[src/rtl/trap_csr_unit_pkg.sv]
// Shared encodings for the machine-mode CSR file and trap sequencer:
// privilege levels, CSR op codes, sequencer states, CSR addresses and mstatus bit positions.
package trap_csr_unit_pkg;

  typedef enum logic [1:0] {
    USER    = 2'd0,
    SUPERV  = 2'd1,
    MACHINE = 2'd3
  } priv_e;

  typedef enum logic [1:0] {
    CSR_WRITE = 2'd0,
    CSR_SET   = 2'd1,
    CSR_CLEAR = 2'd2,
    CSR_NONE  = 2'd3
  } csr_op_e;

  typedef enum logic {
    ST_IDLE     = 1'b0,
    ST_REDIRECT = 1'b1
  } state_e;

  localparam logic [11:0] CSR_MSTATUS  = 12'h300;
  localparam logic [11:0] CSR_MTVEC    = 12'h305;
  localparam logic [11:0] CSR_MSCRATCH = 12'h340;
  localparam logic [11:0] CSR_MEPC     = 12'h341;
  localparam logic [11:0] CSR_MCAUSE   = 12'h342;

  localparam int MSTATUS_MIE    = 3;
  localparam int MSTATUS_MPIE   = 7;
  localparam int MSTATUS_MPP_LO = 11;
  localparam int MSTATUS_MPP_HI = 12;

  localparam logic [3:0] CAUSE_ILLEGAL_INSTR = 4'd2;

  function automatic logic csr_implemented(input logic [11:0] addr);
    return (addr == CSR_MSTATUS) || (addr == CSR_MTVEC) || (addr == CSR_MSCRATCH) ||
           (addr == CSR_MEPC) || (addr == CSR_MCAUSE);
  endfunction

endpackage

[src/rtl/trap_csr_unit_csr_alu.sv]
// Combinational CSR write/set/clear with rs1/zimm operand select; zero latency, no flow control.
// wr_suppress_o flags accesses that must not update the CSR (op none, or set/clear with a zero operand).
module csr_alu
  import trap_csr_unit_pkg::*;
(
  input  logic [1:0]  csr_op_i,
  input  logic        csr_src_i,
  input  logic [31:0] rs1_val_i,
  input  logic [4:0]  zimm_i,
  input  logic [31:0] old_i,
  output logic [31:0] new_o,
  output logic        wr_suppress_o
);

  logic [31:0] operand;

  always_comb begin
    operand       = csr_src_i ? {27'b0, zimm_i} : rs1_val_i;
    new_o         = old_i;
    wr_suppress_o = 1'b0;
    case (csr_op_e'(csr_op_i))
      CSR_WRITE: new_o = operand;
      CSR_SET: begin
        new_o         = old_i | operand;
        wr_suppress_o = (operand == 32'b0);
      end
      CSR_CLEAR: begin
        new_o         = old_i & ~operand;
        wr_suppress_o = (operand == 32'b0);
      end
      default: wr_suppress_o = 1'b1;
    endcase
  end

endmodule

[src/rtl/trap_csr_unit.sv]
// Machine-mode CSR file and trap/return sequencer; CSR read is combinational, updates land on the accepting edge.
// An accepted trap or return raises redirect/busy for exactly one cycle, during which all inputs are ignored.
module trap_csr_unit
  import trap_csr_unit_pkg::*;
#(
  parameter logic [31:0] RESET_MTVEC = 32'h0000_0100
) (
  input  logic        clk,
  input  logic        rst,
  input  logic        valid,
  input  logic [31:0] pc,
  input  logic        RaiseExcep,
  input  logic [3:0]  ExcepCode,
  input  logic        Ret,
  input  logic        WriteCsrIDe,
  input  logic [1:0]  CsrOp,
  input  logic        CsrSrc,
  input  logic [11:0] csr_addr,
  input  logic [31:0] rs1_val,
  input  logic [4:0]  zimm,
  output logic [31:0] csr_rdata,
  output logic [1:0]  mode,
  output logic        redirect,
  output logic [31:0] redirect_pc,
  output logic        busy
);

  state_e      state_q;
  logic        redirect_q, busy_q;
  logic [31:0] redirect_pc_q;

  logic [1:0]  mode_q, mode_d;
  logic        mie_q, mie_d, mpie_q, mpie_d;
  logic [1:0]  mpp_q, mpp_d;
  logic [31:0] mtvec_q, mtvec_d, mscratch_q, mscratch_d, mepc_q, mepc_d;
  logic [3:0]  mcause_q, mcause_d;

  logic        live, csr_ok, take_trap, take_ret, csr_access, csr_we, wr_suppress;
  logic [31:0] csr_wdata;
  logic [3:0]  trap_code;

  always_comb begin
    csr_rdata = 32'b0;
    case (csr_addr)
      CSR_MSTATUS: begin
        csr_rdata[MSTATUS_MIE]                   = mie_q;
        csr_rdata[MSTATUS_MPIE]                  = mpie_q;
        csr_rdata[MSTATUS_MPP_HI:MSTATUS_MPP_LO] = mpp_q;
      end
      CSR_MTVEC:    csr_rdata = mtvec_q;
      CSR_MSCRATCH: csr_rdata = mscratch_q;
      CSR_MEPC:     csr_rdata = mepc_q;
      CSR_MCAUSE:   csr_rdata = {28'b0, mcause_q};
      default:      csr_rdata = 32'b0;
    endcase
  end

  csr_alu u_csr_alu (
    .csr_op_i      (CsrOp),
    .csr_src_i     (CsrSrc),
    .rs1_val_i     (rs1_val),
    .zimm_i        (zimm),
    .old_i         (csr_rdata),
    .new_o         (csr_wdata),
    .wr_suppress_o (wr_suppress)
  );

  // Illegal CSR access outranks Ret, so it folds into the trap path.
  assign live       = valid && (state_q == ST_IDLE);
  assign csr_ok     = csr_implemented(csr_addr) && (mode_q >= csr_addr[9:8]);
  assign take_trap  = live && (RaiseExcep || (WriteCsrIDe && !csr_ok));
  assign take_ret   = live && Ret && !take_trap;
  assign csr_access = live && WriteCsrIDe && !take_trap && !Ret;
  assign csr_we     = csr_access && !wr_suppress;
  assign trap_code  = RaiseExcep ? ExcepCode : CAUSE_ILLEGAL_INSTR;

  always_comb begin
    mode_d     = mode_q;
    mie_d      = mie_q;
    mpie_d     = mpie_q;
    mpp_d      = mpp_q;
    mtvec_d    = mtvec_q;
    mscratch_d = mscratch_q;
    mepc_d     = mepc_q;
    mcause_d   = mcause_q;
    if (csr_we) begin
      case (csr_addr)
        CSR_MSTATUS: begin
          mie_d  = csr_wdata[MSTATUS_MIE];
          mpie_d = csr_wdata[MSTATUS_MPIE];
          // 2'b10 is a reserved privilege level; keep the previous MPP.
          if (csr_wdata[MSTATUS_MPP_HI:MSTATUS_MPP_LO] != 2'b10)
            mpp_d = csr_wdata[MSTATUS_MPP_HI:MSTATUS_MPP_LO];
        end
        CSR_MTVEC:    mtvec_d    = {csr_wdata[31:2], 2'b00};
        CSR_MSCRATCH: mscratch_d = csr_wdata;
        CSR_MEPC:     mepc_d     = {csr_wdata[31:2], 2'b00};
        CSR_MCAUSE:   mcause_d   = csr_wdata[3:0];
        default: ;
      endcase
    end
    if (take_trap) begin
      mepc_d   = pc;
      mcause_d = trap_code;
      mpie_d   = mie_q;
      mie_d    = 1'b0;
      mpp_d    = mode_q;
      mode_d   = MACHINE;
    end
    if (take_ret) begin
      mode_d = mpp_q;
      mie_d  = mpie_q;
      mpie_d = 1'b1;
      mpp_d  = USER;
    end
  end

  always_ff @(posedge clk) begin
    if (rst) begin
      mode_q     <= MACHINE;
      mie_q      <= 1'b0;
      mpie_q     <= 1'b0;
      mpp_q      <= 2'b00;
      mtvec_q    <= {RESET_MTVEC[31:2], 2'b00};
      mscratch_q <= 32'b0;
      mepc_q     <= 32'b0;
      mcause_q   <= 4'b0;
    end else begin
      mode_q     <= mode_d;
      mie_q      <= mie_d;
      mpie_q     <= mpie_d;
      mpp_q      <= mpp_d;
      mtvec_q    <= mtvec_d;
      mscratch_q <= mscratch_d;
      mepc_q     <= mepc_d;
      mcause_q   <= mcause_d;
    end
  end

  always_ff @(posedge clk) begin
    if (rst) begin
      state_q       <= ST_IDLE;
      redirect_q    <= 1'b0;
      busy_q        <= 1'b0;
      redirect_pc_q <= 32'b0;
    end else begin
      case (state_q)
        ST_IDLE: begin
          if (take_trap || take_ret) begin
            state_q       <= ST_REDIRECT;
            redirect_q    <= 1'b1;
            busy_q        <= 1'b1;
            redirect_pc_q <= take_trap ? mtvec_q : mepc_q;
          end
        end
        default: begin
          state_q    <= ST_IDLE;
          redirect_q <= 1'b0;
          busy_q     <= 1'b0;
        end
      endcase
    end
  end

  assign mode        = mode_q;
  assign redirect    = redirect_q;
  assign busy        = busy_q;
  assign redirect_pc = redirect_pc_q;

endmodule

[config.mk]
export PLATFORM = sky130hd
export DESIGN_NAME = trap_csr_unit
export DESIGN_NICKNAME = d
export VERILOG_FILES = /design/src/rtl/trap_csr_unit_pkg.sv /design/src/rtl/trap_csr_unit_csr_alu.sv /design/src/rtl/trap_csr_unit.sv
export SDC_FILE = /design/constraint.sdc
export NUM_CORES = 1
export LEC_CHECK = 0
export ABC_AREA = 1
export BUFFER_PORTS_ARGS = -buffer_cell sky130_fd_sc_hd__buf_2
export CORE_ASPECT_RATIO = 0.6
export CORE_UTILIZATION = 56
export DETAILED_ROUTE_END_ITERATION = 6
export PLACE_DENSITY = 0.89
export RECOVER_POWER = 100
export SYNTH_ARGS = -nofsm -noshare
export SYNTH_HDL_FRONTEND = slang
export SYNTH_SLANG_ARGS = --single-unit
export TNS_END_PERCENT = 10
[constraint.sdc]
create_clock -name clk -period 2.7 [get_ports clk]
set_input_delay 0.54 -clock clk [delete_from_list [all_inputs] [get_ports clk]]
set_output_delay 0.54 -clock clk [all_outputs]
set_load 0.05 [all_outputs]
==> results.tsv <==
stage	metric	value	unit
timing	max-slew violation count	0	
clocking	post-cts resize count	0	
critical_path	capture point of the worst path	mtvec_q[23]	
logic_synthesis	share of the yosys chip area belonging to registers	33.6	%
pwr	post-layout power	0.00538	W
drt	average detailed-routed wire length per instance	17.3	um
floorplanning	Die Width	158	um
drt	WL final	29.6	mm
critical_path	R2R cell count	11	
floorplanning	height of the die	95.8	um
logic_synthesis	number of instances in the synthesized netlist	1350	
critical_path	critical-path maximum fanout	31	
critical_path	launch point of the critical path	CsrSrc	
floorplanning	ports placed on the boundary	162	
critical_path	Worst EP arrival	2.99	ns
timing	unrepaired setup endpoints after global routing	true	
drt	detail-routed via count per cell	5.68	
logic_synthesis	area fraction of the dominant cell type after synthesis	33.6	%
logic_synthesis	number of flip-flops and latches in the synthesized netlist	138	
timing	worst slew pin tran	0.728	ns
clocking	library cell used as clock root buffer	clkbuf_16	
timing	Final Hold Vio Count	0	
clocking	Worst-Skew Late Latency	0.43	ns
timing	achievable frequency	372	MHz
logic_synthesis	Syn Area/Cell	6.09	um2
drt	Detail Route Antenna Nets	0	
clocking	hold-fix buffer count after cts	0	
clocking	CTS H-tree lvls	4	
logic_synthesis	cell type with the largest total area after synthesis	dfxtp_1	
logic_synthesis	top area cells in the synthesized netlist	dfxtp_1, nand2_1, inv_1, nor2_1, o21ai_0	
global_routing	gr ovfl total	0	
pwr	maximum vdd ir drop	0.353	mV
critical_path	type of the worst setup path	in -> reg	
logic_synthesis	post-synthesis net count	1450	
layout	commonest cells after routing, fill and taps aside	nand2_1, inv_1, nor2_1	
critical_path	endpoint kind of the worst setup timing path	register	
drt	drt first pass iters	6	
layout	final core utilization	71.1	%
timing	final setup skew	0.0107	ns
layout	share of post-route cells with drive strength above 1	15.3	%
clocking	total clock sinks	138	
timing	normalized max-slew margin	51.4	%
floorplanning	core region area	0.0140	mm2
timing	total negative setup slack	0	ns
global_routing	pin count of the biggest net entering global routing	89	
logic_synthesis	count of cell types in the netlist	39	
logic_synthesis	post-synthesis instance area	0.00822	mm2
job	number of max-cap violations	0	
placement	pre-CTS setup slack	0.0513	ns
timing	final period utilization	99.6	%
placement	Cell Area, Placed	0.00943	mm2
clocking	post-CTS setup buffers	0	
critical_path	required arrival time at the worst endpoint	3.00	ns
layout	number of nets at the end of the flow	1609	
floorplanning	Rows	33	
placement	count of port buffers added during placement	161	
logic_synthesis	count of synthesis-stage warnings from yosys	0	
critical_path	R2R Setup Slk	0.16	ns
global_routing	global-route wire length before repair	45.6	mm
drt	Via Count	9730	
min_path	class of the most critical hold timing path	in -> reg	
placement	post-detail-place hpwl	20.6	mm
layout	signed area change from the synthesized netlist to the final layout	21.0	%
critical_path	r2r startpoint	mode[0]	
clocking	buffer depth of the longest clock path	2	
global_routing	global router's overall resource usage	39.9	%
layout	final design instance area without fill	0.00995	mm2
global_routing	number of global-route vias before repair	8746	
critical_path	Startpoint Class	input pin	
layout	antenna diode instance count	0	
pwr	Static Leak	4.76	nW
pwr	total power per unit cell area	540	mW/mm2
timing	Setup Viol. Count Final	0	
floorplanning	Initial Utilization	58.7	%
critical_path	capture instance of the worst register-to-register path	mepc_q[16]	
timing	minimum period implied by the final worst setup slack	2.69	ns
drt	first-iteration detailed-routing DRC count	1349	
layout	commonest non-fill, non-tap cell in the layout	nand2_1	
clocking	total clock buffers created by CTS	17	
timing	crit path setup slack, layout	0.0105	ns
clocking	clock slew at reported path FFs	0.07	ns
drt	number of design rule violations left after detail routing	0	
clocking	CTS tree	done	
global_routing	antenna violations before repair	0	
placement	final estimated routing congestion in global placement	0.972	
floorplanning	Die Outline Area	0.0152	mm2
outcome	run status	finished, final reports clean	
cell usage after synthesis, drive strengths merged:
| library cell | n |
|---|---|
| o211ai | 5 |
| a31oi | 1 |
| inv | 204 |
| nor3 | 9 |
| nand3b | 2 |
| a21boi | 1 |
| o21ai | 118 |
| nand4 | 54 |
| o22ai | 2 |
| buf | 41 |
| o2111ai | 1 |
| dfxtp | 138 |
| nand2 | 406 |
| clkbuf | 37 |
| nor2 | 169 |
| or2 | 2 |
| o221ai | 11 |
| o2111a | 1 |
| clkinv | 5 |
| nand3 | 58 |
| a21oi | 79 |
| ha | 6 |
cell type report:
class	instances	area [um2]
Clock inverter	13	179
Timing Repair Buffer	218	1310
Tap cell	192	240
Multi-Input combinational cell	925	4220
Clock buffer	19	453
Fill cell	1184	4050
Inverter	209	786
Sequential cell	138	2760
metal layers:
| metal | global-route usage, % | part of all wire [%] |
|---|---|---|
| met5 | 0 | 0 |
| met4 | 15.1 | 2.8 |
| met3 | 14.3 | 17 |
| met2 | 57.1 | 39 |
| met1 | 54.5 | 41 |
cells by family after synthesis:
family	synth area share, %
adder cells (fa/ha/maj)	0.914
AO/OA/AOI/OAI	14.2
buffers and inverters	15.2
flip-flops	33.6
AND/OR/NAND/NOR	36.0
flip-flops by register name, indices dropped and copies added (netlist names):
register     count
mscratch_q      32
mtvec_q         30
busy             1
mie_q            1
state_q          1
redirect_pc     32
mcause_q         4
mpie_q           1
mpp_q            2
mepc_q          32
mode             2
report_power, final:
| group | internal [W] | leakage (nW) | switching [W] |
|---|---|---|---|
| registers | 0.00209 | 1.12 | 0.0000511 |
| clock network | 0.00153 | 0.307 | 0.000993 |
| logic | 0.000228 | 3.33 | 0.000487 |
stage by stage:
step                std cells  hold slack, ns
floorplan                1350           0.421
global placement         1682           0.428
detailed placement       1682           0.434
CTS                      1714           0.360
global route             1714           0.381
finish                   1714           0.366
how the worst min path moves through the flow:
| stage | endpoint | slack (ns) | cells past startpoint | from |
|---|---|---|---|---|
| detailed placement | mscratch_q[27] | 0.43 | 2 | mscratch_q[27] |
| finish | mepc_q[1] | 0.37 | 3 | pc[1] |
| CTS | mepc_q[1] | 0.36 | 3 | pc[1] |
| floorplan | mscratch_q[24] | 0.42 | 2 | mscratch_q[24] |
| global placement | mscratch_q[24] | 0.43 | 2 | mscratch_q[24] |
| global route | mepc_q[0] | 0.38 | 3 | pc[0] |
critical path, stage by stage:
cell	delay, ns
buf_2	0.11
inv_1	0.09
buf_12	0.19
nand2_1	0.20
nand4_1	0.15
nor2_1	0.05
nand2_1	0.13
nand3b_4	0.20
nand2_1	0.06
inv_1	0.33
nand3_4	0.25
buf_12	0.24
o21ai_0	0.32
nor2_1	0.10
Power figures use the tool's default switching activity.
